==> config.mk <==
export PLATFORM = sky130hd
export DESIGN_NAME = pipe_skid_stage
export DESIGN_NICKNAME = d
export VERILOG_FILES = /design/src/rtl/pipe_pkg.sv /design/src/rtl/pipe_skid_stage_sat_counter.sv /design/src/rtl/pipe_skid_stage.sv
export SDC_FILE = /design/constraint.sdc
export NUM_CORES = 1
export LEC_CHECK = 0
export CELL_PAD_IN_SITES_DETAIL_PLACEMENT = 1
export CELL_PAD_IN_SITES_GLOBAL_PLACEMENT = 2
export CORE_MARGIN = 2
export CORE_UTILIZATION = 31
export CTS_BUF_LIST = sky130_fd_sc_hd__clkbuf_4
export DETAILED_ROUTE_END_ITERATION = 12
export GPL_ROUTABILITY_DRIVEN = 0
export PLACE_DENSITY = 0.85
export SLEW_MARGIN = 10
export SYNTH_ARGS = -nofsm -noshare
export SYNTH_HDL_FRONTEND = slang
export SYNTH_SLANG_ARGS = --single-unit
==> constraint.sdc <==
create_clock -name clk -period 15.94 [get_ports clk]
set_input_delay 2.391 -clock clk [delete_from_list [all_inputs] [get_ports clk]]
set_output_delay 2.391 -clock clk [all_outputs]
set_load 0.05 [all_outputs]
==> src/rtl/pipe_pkg.sv <==
// Shared definitions for the generic pipeline-stage register: stage state
// encoding and the field layout of each inter-stage payload bundle.
package pipe_pkg;

    // Stage occupancy, encoded as {skid_valid, main_valid}; 2'b10 is unused.
    typedef enum logic [1:0] {
        ST_EMPTY = 2'b00,
        ST_FULL  = 2'b01,
        ST_SKID  = 2'b11
    } stage_state_t;

    localparam int unsigned XLEN       = 32;
    localparam int unsigned REG_ADDR_W = 5;

    // ---------------------------------------------------------------
    // IF/ID bundle: {pc, instr, pcPlus4}
    // ---------------------------------------------------------------
    localparam int unsigned IFID_PCPLUS4_LSB = 0;
    localparam int unsigned IFID_PCPLUS4_W   = XLEN;
    localparam int unsigned IFID_INSTR_LSB   = IFID_PCPLUS4_LSB + IFID_PCPLUS4_W;
    localparam int unsigned IFID_INSTR_W     = XLEN;
    localparam int unsigned IFID_PC_LSB      = IFID_INSTR_LSB + IFID_INSTR_W;
    localparam int unsigned IFID_PC_W        = XLEN;
    localparam int unsigned IFID_W           = IFID_PC_LSB + IFID_PC_W;

    // ---------------------------------------------------------------
    // ID/EX bundle: {rs1, rs2, pc, rdAddr, immExt, pcPlus4}
    // ---------------------------------------------------------------
    localparam int unsigned IDEX_PCPLUS4_LSB = 0;
    localparam int unsigned IDEX_PCPLUS4_W   = XLEN;
    localparam int unsigned IDEX_IMMEXT_LSB  = IDEX_PCPLUS4_LSB + IDEX_PCPLUS4_W;
    localparam int unsigned IDEX_IMMEXT_W    = XLEN;
    localparam int unsigned IDEX_RDADDR_LSB  = IDEX_IMMEXT_LSB + IDEX_IMMEXT_W;
    localparam int unsigned IDEX_RDADDR_W    = REG_ADDR_W;
    localparam int unsigned IDEX_PC_LSB      = IDEX_RDADDR_LSB + IDEX_RDADDR_W;
    localparam int unsigned IDEX_PC_W        = XLEN;
    localparam int unsigned IDEX_RS2_LSB     = IDEX_PC_LSB + IDEX_PC_W;
    localparam int unsigned IDEX_RS2_W       = XLEN;
    localparam int unsigned IDEX_RS1_LSB     = IDEX_RS2_LSB + IDEX_RS2_W;
    localparam int unsigned IDEX_RS1_W       = XLEN;
    localparam int unsigned IDEX_W           = IDEX_RS1_LSB + IDEX_RS1_W;

    // ---------------------------------------------------------------
    // EX/MEM bundle: {aluResult, writeData, pcPlus4, rdAddr}
    // ---------------------------------------------------------------
    localparam int unsigned EXMEM_RDADDR_LSB  = 0;
    localparam int unsigned EXMEM_RDADDR_W    = REG_ADDR_W;
    localparam int unsigned EXMEM_PCPLUS4_LSB = EXMEM_RDADDR_LSB + EXMEM_RDADDR_W;
    localparam int unsigned EXMEM_PCPLUS4_W   = XLEN;
    localparam int unsigned EXMEM_WDATA_LSB   = EXMEM_PCPLUS4_LSB + EXMEM_PCPLUS4_W;
    localparam int unsigned EXMEM_WDATA_W     = XLEN;
    localparam int unsigned EXMEM_ALU_LSB     = EXMEM_WDATA_LSB + EXMEM_WDATA_W;
    localparam int unsigned EXMEM_ALU_W       = XLEN;
    localparam int unsigned EXMEM_W           = EXMEM_ALU_LSB + EXMEM_ALU_W;

    // ---------------------------------------------------------------
    // MEM/WB bundle: {aluResult, readData, pcPlus4, rdAddr}
    // ---------------------------------------------------------------
    localparam int unsigned MEMWB_RDADDR_LSB  = 0;
    localparam int unsigned MEMWB_RDADDR_W    = REG_ADDR_W;
    localparam int unsigned MEMWB_PCPLUS4_LSB = MEMWB_RDADDR_LSB + MEMWB_RDADDR_W;
    localparam int unsigned MEMWB_PCPLUS4_W   = XLEN;
    localparam int unsigned MEMWB_RDATA_LSB   = MEMWB_PCPLUS4_LSB + MEMWB_PCPLUS4_W;
    localparam int unsigned MEMWB_RDATA_W     = XLEN;
    localparam int unsigned MEMWB_ALU_LSB     = MEMWB_RDATA_LSB + MEMWB_RDATA_W;
    localparam int unsigned MEMWB_ALU_W       = XLEN;
    localparam int unsigned MEMWB_W           = MEMWB_ALU_LSB + MEMWB_ALU_W;

    // Assemble an ID/EX payload in the bit order defined above.
    function automatic logic [IDEX_W-1:0] idex_pack(
        input logic [XLEN-1:0]       rs1,
        input logic [XLEN-1:0]       rs2,
        input logic [XLEN-1:0]       pc,
        input logic [REG_ADDR_W-1:0] rd_addr,
        input logic [XLEN-1:0]       imm_ext,
        input logic [XLEN-1:0]       pc_plus4
    );
        return {rs1, rs2, pc, rd_addr, imm_ext, pc_plus4};
    endfunction

endpackage

==> src/rtl/pipe_skid_stage_sat_counter.sv <==
// Event counter with optional saturation at all-ones; cleared only by reset.
module sat_counter #(
    parameter int unsigned W        = 32,
    parameter bit          SATURATE = 1'b1
) (
    input  logic         clk,
    input  logic         reset,
    input  logic         inc,
    output logic [W-1:0] count
);

    localparam logic [W-1:0] ONE = {{(W-1){1'b0}}, 1'b1};

    // Count qualifying cycles; hold at all-ones when saturating, else wrap
    always_ff @(posedge clk or posedge reset) begin
        if (reset) begin
            count <= '0;
        end else if (inc) begin
            if (!(SATURATE && (count == '1))) begin
                count <= count + ONE;
            end
        end
    end

endmodule

==> src/rtl/pipe_skid_stage.sv <==
// Generic valid/ready pipeline-stage register with a two-entry skid buffer,
// synchronous flush, and stall/transfer performance counters.
module pipe_skid_stage
    import pipe_pkg::*;
#(
    parameter int unsigned PAYLOAD_W = 165,
    parameter int unsigned CNT_W     = 32
) (
    input  logic                 clk,
    input  logic                 reset,
    input  logic                 in_valid,
    output logic                 in_ready,
    input  logic [PAYLOAD_W-1:0] in_data,
    input  logic                 flush,
    output logic                 out_valid,
    input  logic                 out_ready,
    output logic [PAYLOAD_W-1:0] out_data,
    output logic [CNT_W-1:0]     stall_cnt,
    output logic [CNT_W-1:0]     xfer_cnt
);

    stage_state_t         state;
    logic [PAYLOAD_W-1:0] main_data;
    logic [PAYLOAD_W-1:0] skid_data;
    logic                 main_valid;
    logic                 skid_valid;
    logic                 accept;
    logic                 take;

    // The state register doubles as the two valid bits, so in_ready and
    // out_valid come straight from flops.
    assign main_valid = state[0];
    assign skid_valid = state[1];
    assign in_ready   = ~skid_valid;
    assign out_valid  = main_valid;
    assign out_data   = main_data;

    assign accept = in_valid & in_ready;
    assign take   = out_valid & out_ready;

    // Stage FSM: moves payloads between input, skid and main registers;
    // any register whose valid bit drops is zeroed in the same edge.
    always_ff @(posedge clk or posedge reset) begin
        if (reset) begin
            state     <= ST_EMPTY;
            main_data <= '0;
            skid_data <= '0;
        end else if (flush) begin
            state     <= ST_EMPTY;
            main_data <= '0;
            skid_data <= '0;
        end else begin
            case (state)
                ST_EMPTY: begin
                    if (accept) begin
                        state     <= ST_FULL;
                        main_data <= in_data;
                    end
                end
                ST_FULL: begin
                    if (accept && take) begin
                        main_data <= in_data;
                    end else if (accept) begin
                        state     <= ST_SKID;
                        skid_data <= in_data;
                    end else if (take) begin
                        state     <= ST_EMPTY;
                        main_data <= '0;
                    end
                end
                ST_SKID: begin
                    if (take) begin
                        state     <= ST_FULL;
                        main_data <= skid_data;
                        skid_data <= '0;
                    end
                end
                default: begin
                    state     <= ST_EMPTY;
                    main_data <= '0;
                    skid_data <= '0;
                end
            endcase
        end
    end

    // The skid entry must never be occupied while main is empty
    assert property (@(posedge clk) disable iff (reset)
        !(skid_valid && !main_valid));

    sat_counter #(
        .W        (CNT_W),
        .SATURATE (1'b1)
    ) u_stall_cnt (
        .clk   (clk),
        .reset (reset),
        .inc   (out_valid & ~out_ready),
        .count (stall_cnt)
    );

    sat_counter #(
        .W        (CNT_W),
        .SATURATE (1'b0)
    ) u_xfer_cnt (
        .clk   (clk),
        .reset (reset),
        .inc   (take),
        .count (xfer_cnt)
    );

endmodule

# --- After elaboration in Yosys (flattened, before gate mapping) ---
# Cells that the tools add are included.
classes:
  n_bitwise: 6
  multipliers: 0
  n_eq_ne: 11
  shift: 0
  n_div: 0
  n_reduce_logical: 6
  add_sub_neg: 2
  muxes: 17
  n_lt_le_gt_ge: 0
op_table:
  columns: ["op", "count"]
  rows:
  - ["165-bit 2-to-1 mux", 8]
  - ["165-bit one-hot mux with 3 select lines", 2]
  - ["32-bit by 1-bit adder with 32-bit output (second input constant)", 2]
  - ["32-bit equality test (second input constant)", 1]
  - ["2-bit 2-to-1 mux", 6]
  - ["3-bit != test (second input constant)", 4]
  - ["4-bit != test (second input constant)", 3]
  - ["4-bit AND reduction", 3]
  - ["2-bit one-hot mux with 3 select lines", 1]
  - ["1-bit bitwise AND", 3]
  - ["1-bit inverter", 3]
  - ["2-bit by 1-bit equality test with 1-bit output (second input constant)", 1]
  - ["2-bit equality test (second input constant)", 1]
  - ["2-bit zero test", 1]
  - ["2-bit != test (second input constant)", 1]
  - ["2-bit AND reduction", 1]
  - ["1-bit logical AND", 1]
totals:
  latchBits: 0
  ram_bits: 0
  out_inout_bits: 231
  elab_cells: 47
  memories: 0
  mem_bits_ro: 0
  regBits: 396

# --- Depth between registers and ports, before layout ---
# Gate-level depths: netlist of run 1.
logic_depth:
  ltp_word: 6
  ltp_mapped: 9

# --- Cells and area by module ---
# Synthesis of run 1 repeated with hierarchy kept, for this count alone.
unflattened:
  cells_unflattened: 1571
  hier_area_um2: 17817.1
modules_own_cells:
  columns: ["mod", "cells_per_inst", "area_per_inst_um2", "n_inst", "seq_area_each_um2"]
  rows:
  - ["pipe_skid_stage", 1298, 14720.4, 1, 8308.0]
  - ["sat_counter (u_stall_cnt)", 147, 1620.3, 1, 800.8]
  - ["sat_counter (u_xfer_cnt)", 126, 1476.4, 1, 800.8]

# --- Worst setup path after synthesis of run 1 ---
# No wires, ideal clock.
synth_timing:
  path_type: "input-to-reg"
  start: "in out_ready"
  end: "reg u_stall_cnt.count[31]"
  path_stages: 5
  required_time_ns: 15.798
  setup_time_ns: 0.142
  t_arrival_ns: 3.582
  n_path_buf: 0
  setup_slack_ns: 12.216
  cell_sequence: "nor2b_1 nand4_1 a311oi_2 nand4_1 xnor2_1"
synth_between:
  elab_chain_len: 3
synth_rtl:
  columns: ["element", "line_no", "text"]
  rows:
  - ["from (decl)", "pipe_skid_stage.sv:16", "input logic out_ready,"]
  - ["1-bit inverter", "pipe_skid_stage.sv:97", ".inc (out_valid & ~out_ready),"]
  - ["1-bit bitwise AND", "pipe_skid_stage.sv:97", null]
  - ["2-bit AND reduction (no source line)", null, null]
  - ["to (signal assigned)", "pipe_skid_stage_sat_counter.sv:20", "count <= count + ONE;"]
  - ["to (decl)", "pipe_skid_stage_sat_counter.sv:9", "output logic [W-1:0] count"]
# Every way passes these cells.
# A chain may end at the register's enable or synchronous reset.

# --- Worst setup path in the final report of run 1 ---
layout_timing:
  start: "in out_ready"
  end: "reg skid_data[36]"
layout_between:
  elab_chain_len: 4
  word_cells_on_any_way: 5
  cone_classes: "2 x eq/ne; 1 x bitwise; 2 x reduce/logical"
layout_rtl:
  columns: ["element", "line_no", "text"]
  rows:
  - ["1-bit bitwise AND (*)", "pipe_skid_stage.sv:39", "assign take = out_valid & out_ready;"]
  - ["1-bit logical AND", "pipe_skid_stage.sv:61", "if (accept && take) begin"]
  - ["3-bit != test (no source line)", null, null]
  - ["4-bit AND reduction (no source line) (*)", null, null]
  - ["to (signal assigned)", "pipe_skid_stage.sv:65", "skid_data <= in_data;"]
  - ["to (decl)", "pipe_skid_stage.sv:24", "logic [PAYLOAD_W-1:0] skid_data;"]
# Mark *: on every way between the ends. The rest lies on a longest branch, timed or not.

==> results.sh, run 1 <==
export IMPL_rsz0062_at_grt="no"
export IMPL_first_pass_iters=4
export IMPL_ir_worst_vdd_mv=0.0713
export IMPL_pwr_share_seq_pct=35.4
export IMPL_portBuffers=400
export IMPL_synthCells=1742
export IMPL_critical_path_required_ps=16590
export IMPL_syn_area_per_cell_um2=9.66
export IMPL_overflow=0
export IMPL_cts_made_buffers=113
export IMPL_grt_util_all_layers_pct=20.4
export IMPL_cts_path_max_buffers=3
export IMPL_synth_edf_count=0
export IMPL_async_flop_share_pct=100
export IMPL_p_leak_nw=9.71
export IMPL_cts_sinks=396
export IMPL_wl_met2_mm=27.8
export IMPL_worst_pin_slew_ps=1150
export IMPL_status="finished, final reports clean"
export IMPL_cts_clk_slew_worst_paths_ps=60
export IMPL_whs_ps=481
export IMPL_highest_layer="met5"
export IMPL_die_h_um=237
export IMPL_antenna_found_initial=13
export IMPL_grt_pass1_wl_mm=90.6
export IMPL_finalCritPeriodShare_pct=30.2
export IMPL_setup_violations_final=0
export IMPL_min_path_type="reg -> reg"
export IMPL_switching_power_mw=1.70
export IMPL_total_power_mw=3.89
export IMPL_htree_num_levels=3
export IMPL_power_frac_comb_pct=39.8
export IMPL_ys_types=43
export IMPL_layout_drive_gt1_share_pct=9.31
export IMPL_startpoint_type="input port"
export IMPL_slew_headroom_pct=23.4
export IMPL_cts_resized=0
export IMPL_fin_tns_setup_ps=0
export IMPL_areaGrowthSynthToFinish_pct=35.1
export IMPL_holdBufCountCts=0
export IMPL_rows=85
export IMPL_critPathMaxFanout=120
export IMPL_met1_length_mm=25.2
export IMPL_synth_area_leaders="dfrtp_1 (59%), nand2_1 (12%), a22oi_1 (7.4%)"
export IMPL_fmax_mhz=208
export IMPL_yosysTopAreaCellShare_pct=58.9
export IMPL_clock_skew_ps=46.5
export IMPL_drt_iter0_markers=720
export IMPL_start_util_pct=31.3
export IMPL_cp_arrival_ps=5460
export IMPL_vias=14700
export IMPL_synth_largest_area_cell="dfrtp_1"
export IMPL_dp_hpwl_mm=36.3
export IMPL_clkPwrFrac_pct=24.8
export IMPL_tritoncts="done"
export IMPL_root_buffer="clkbuf_4"
export IMPL_wl_mm=57.5
export IMPL_hold_viol=0
export IMPL_via_per_inst=5.01
export IMPL_drc=0
export IMPL_grt_max_degree=166
export IMPL_final_util_pct=42.3
export IMPL_register_area_mm2=0.00991
export IMPL_synth_most_common_cell="nand2_1"
export IMPL_worst_setup_path_end_kind="flop"
export IMPL_worstSetupPathType="in -> reg"
export IMPL_maxCapViolCount=0
export IMPL_ant_nets=0
export IMPL_synth_nets=1918
export IMPL_synth_seq_cells=396
export IMPL_final_net_count=2317
export IMPL_fillers=6033
export IMPL_synthFlopType="dfrtp_1"
export IMPL_synth_common_cells="nand2_1 (524), dfrtp_1 (396), o21ai_0 (180)"
export IMPL_die_width_um=237
export IMPL_seq_area_frac_synth_pct=58.9
export IMPL_routedWlPerCell_um=19.6
export IMPL_wl_met3_mm=3.09
export IMPL_clk_latency_ps=850
export IMPL_swShare_pct=43.6
export IMPL_multi_input_area_mm2=0.00630
export IMPL_netlist_area_mm2=0.0168
export IMPL_internal_power_mw=2.19
export IMPL_yosys_warnings=0
export IMPL_finalCriticalPeriod_ps=4810
export IMPL_ios=401
export IMPL_die_area_mm2=0.0562
export IMPL_cts_setup_buffers=0
export IMPL_power_density_mw_per_mm2=171
export IMPL_slew_violations=0
export IMPL_grt_pass1_vias=15700
export IMPL_core_region_area_mm2=0.0537
-- per-layer routing --
metal	GRT usage (%)	vias to the layer above
li1	-	6852
met1	26.2	7383
met2	32.8	348
met3	5.79	96
met4	7.25	10
met5	0	-
-- power by group through the flow --
stage	logic, mW	clock network (mW)	registers [mW]
after CTS	1.57	1.01	1.38
after global placement	1.54	0	1.38
after floorplan	0.521	0	1.85
after global routing	1.65	1.06	1.41
after detailed placement	1.57	0	1.39
final	1.55	0.966	1.38
-- critical path, cell delays in order --
cell and delay, ps:
clkdlybuf4s50_1 550, and2_1 310, o21ai_1 170, a21oi_4 150
buf_4 520, buf_4 960, o21ai_0 290
-- flip-flops by register name (all words and copies together), names as in the netlist --
name / cells
u_xfer_cnt.count: 32
u_stall_cnt.count: 32
skid_data: 165
out_data: 165
state: 2
-- logic make-up after synthesis --
kind of cell / synth area share [%]
compound gates: 17.8
xor+xnor: 3.12
fa+ha+maj: 0.446
buf+inv: 3.94
flops: 58.9
mux: 0.193
simple gates: 15.6
-- layout by cell type (no fill, tap or decap), drive strengths merged, types with 21 or more instances in the layout --
cell type      instances
a22oi                165
clkbuf               164
clkdlybuf4s50        400
clkinv                29
dfrtp                396
nand2                524
nand3                 21
o21ai                331
xnor2                 33
xor2                  27
-- stage by stage --
stage	worst slack (ps)	cell area, um2	std cells
3_3_place_gp	10410	21300	2722
3_5_place_dp	10260	21300	2722
5_1_grt	10990	22700	2929
4_1_cts	11110	22700	2920
6_report	11130	22700	2931
2_1_floorplan	2540	16800	1742
-- path summary, 6_finish.rpt --
path                              start                    end  cells past startpoint  slack [ps]
setup / recovery              out_ready          skid_data[36]                      7       11130
hold / removal             out_data[83]           out_data[83]                      2         480
setup reg to reg               state[0]          out_data[142]                      8       12000
hold reg to reg            out_data[83]           out_data[83]                      2         480
max in group asynchronous         reset          skid_data[48]                      4       11380
min in group asynchronous         reset  u_stall_cnt.count[10]                      2        2090
-- cell type report --
| type | count | area share (%) |
|---|---|---|
| diodes | 11 | 0.121 |
| clock buffers | 164 | 5.42 |
| clock inverters | 34 | 0.941 |
| inverters | 7 | 0.149 |
| multi-input cells | 1205 | 27.7 |
| flip-flops and latches | 396 | 43.6 |
| well taps | 696 | 3.83 |
| repair buffers | 418 | 18.3 |
No activity file was read; power rests on OpenSTA's default activity.
==> run 2, diff against run 1 <==
clock period = 4.65 ns   (was 15.94 ns; I/O delays follow)
==> run 2 against run 1 <==
Cell area rose by 0.14%. Largest power group unchanged. Largest cell class unchanged. Utilization rose by 0.058 points. Global-route usage fell by 0.13 points.
==> results.sh, run 2 (same netlist as run 1, synthesis figures left out) <==
export IMPL_status="finished, final reports clean"
export IMPL_slew_headroom_pct=26.7
export IMPL_cts_path_max_buffers=3
export IMPL_vias=14800
export IMPL_final_net_count=2319
export IMPL_whs_ps=285
export IMPL_core_region_area_mm2=0.0537
export IMPL_root_buffer="clkbuf_4"
export IMPL_cts_resized=0
export IMPL_slew_violations=0
export IMPL_final_cell_mix="nand2_1 (524), clkdlybuf4s50_1 (400), dfrtp_1 (396)"
export IMPL_p_leak_nw=9.70
export IMPL_die_width_um=237
export IMPL_rsz0062_at_grt="no"
export IMPL_cts_made_buffers=112
export IMPL_cts_clk_slew_worst_paths_ps=70
export IMPL_maxCapViolCount=0
export IMPL_drt_iter0_markers=766
export IMPL_cts_setup_buffers=0
export IMPL_grt_util_all_layers_pct=20.3
export IMPL_htree_num_levels=3
export IMPL_critPathMaxFanout=6
export IMPL_finalCriticalPeriod_ps=2980
export IMPL_fmax_mhz=335
export IMPL_finalCritPeriodShare_pct=64.2
export IMPL_rows=85
export IMPL_holdBufCountCts=0
export IMPL_grt_max_degree=183
export IMPL_die_h_um=237
export IMPL_routedWlPerCell_um=19.5
export IMPL_portBuffers=400
export IMPL_worstSetupPathType="reg -> out"
export IMPL_die_area_mm2=0.0562
export IMPL_grt_pass1_wl_mm=90.3
export IMPL_first_pass_iters=6
export IMPL_clock_skew_ps=45.3
export IMPL_final_common_cell="nand2_1"
export IMPL_drc=0
export IMPL_antenna_found_initial=11
export IMPL_overflow=0
export IMPL_wl_mm=56.8
export IMPL_worst_setup_path_end_kind="output port"
export IMPL_via_per_inst=5.08
export IMPL_startpoint_type="flop"
export IMPL_critical_path_required_ps=3950
export IMPL_worst_pin_slew_ps=1090
export IMPL_tritoncts="done"
export IMPL_grt_pass1_vias=16000
export IMPL_layout_drive_gt1_share_pct=9.29
export IMPL_cp_arrival_ps=2290
export IMPL_ant_nets=0
export IMPL_ios=401
export IMPL_clk_latency_ps=880
export IMPL_start_util_pct=31.3
export IMPL_setup_violations_final=0
export IMPL_power_density_mw_per_mm2=581
export IMPL_fin_tns_setup_ps=0
export IMPL_ir_worst_vdd_mv=0.299
export IMPL_hold_viol=0
export IMPL_cts_sinks=396
export IMPL_min_path_type="in -> async"
export IMPL_areaGrowthSynthToFinish_pct=35.3
export IMPL_dp_hpwl_mm=35.7
run 2: changes by cell type in the layout (fill, tap and decap cells not counted), moves of 2 or more:
cell and change:
clkinvlp_4 +2, buf_4 -5, buf_12 +8, diode_2 +2, clkinv_1 -15, clkbuf_4 -7
run 2: power breakdown:
group / total, mW / internal, mW / switching [mW]
clock network: 3.19 / 1.69 / 1.50
registers: 4.72 / 4.22 / 0.499
logic: 5.33 / 1.56 / 3.76
run 2: final cells by class:
cell class,count,area [um2]
Antenna cell,13,32.5
Sequential cell,396,9910
Tap cell,696,871
Multi-Input combinational cell,1205,6300
Clock inverter,21,174
Timing Repair Buffer,421,4270
Clock buffer,157,1180
Inverter,7,30.0
Fill cell,6084,30900
run 2: path summary, 6_finish.rpt:
path                               startpoint              endpoint  slack, ps  cells after the start
worst max-delay path                 state[1]              in_ready       1670                      2
worst min-delay path                    reset  u_stall_cnt.count[6]        280                      2
worst max register to register       state[0]           out_data[1]       1940                      7
worst min register to register  skid_data[87]         skid_data[87]        480                      2
max in group asynchronous               reset          out_data[62]       3240                      4
min in group clk                  in_data[44]         skid_data[44]        390                      3
run 2: worst max-delay path, stage by stage, from the launching register on:
cell             delay (ps)
dfrtp_1                 450
inv_1                   130
clkdlybuf4s50_1         860
run 2: routing by layer:
metal / part of all wire (%) / vias to the layer above / GRT usage [%] / routed length, um
li1: - / 6827 / - / -
met1: 43 / 7427 / 25.7 / 24300
met2: 48 / 414 / 32.4 / 27200
met3: 5.7 / 129 / 5.40 / 3210
met4: 3.5 / 6 / 9.17 / 1990
met5: 0.069 / - / 0 / 39
run 2: metrics by stage:
| stage | util, % | cells | cell area [um2] | worst slack [ps] | power [mW] |
|---|---|---|---|---|---|
| detailed placement | 39.8 | 2725 | 21400 | 1520 | 10.2 |
| floorplan | - | 1742 | 16800 | -1380 | 8.14 |
| global placement | 39.8 | 2725 | 21400 | 1650 | 10.0 |
| global route | 42.4 | 2915 | 22800 | 1500 | 14.0 |
| CTS | 42.3 | 2903 | 22700 | 1550 | 13.4 |
| finish | 42.4 | 2916 | 22800 | 1670 | 13.2 |
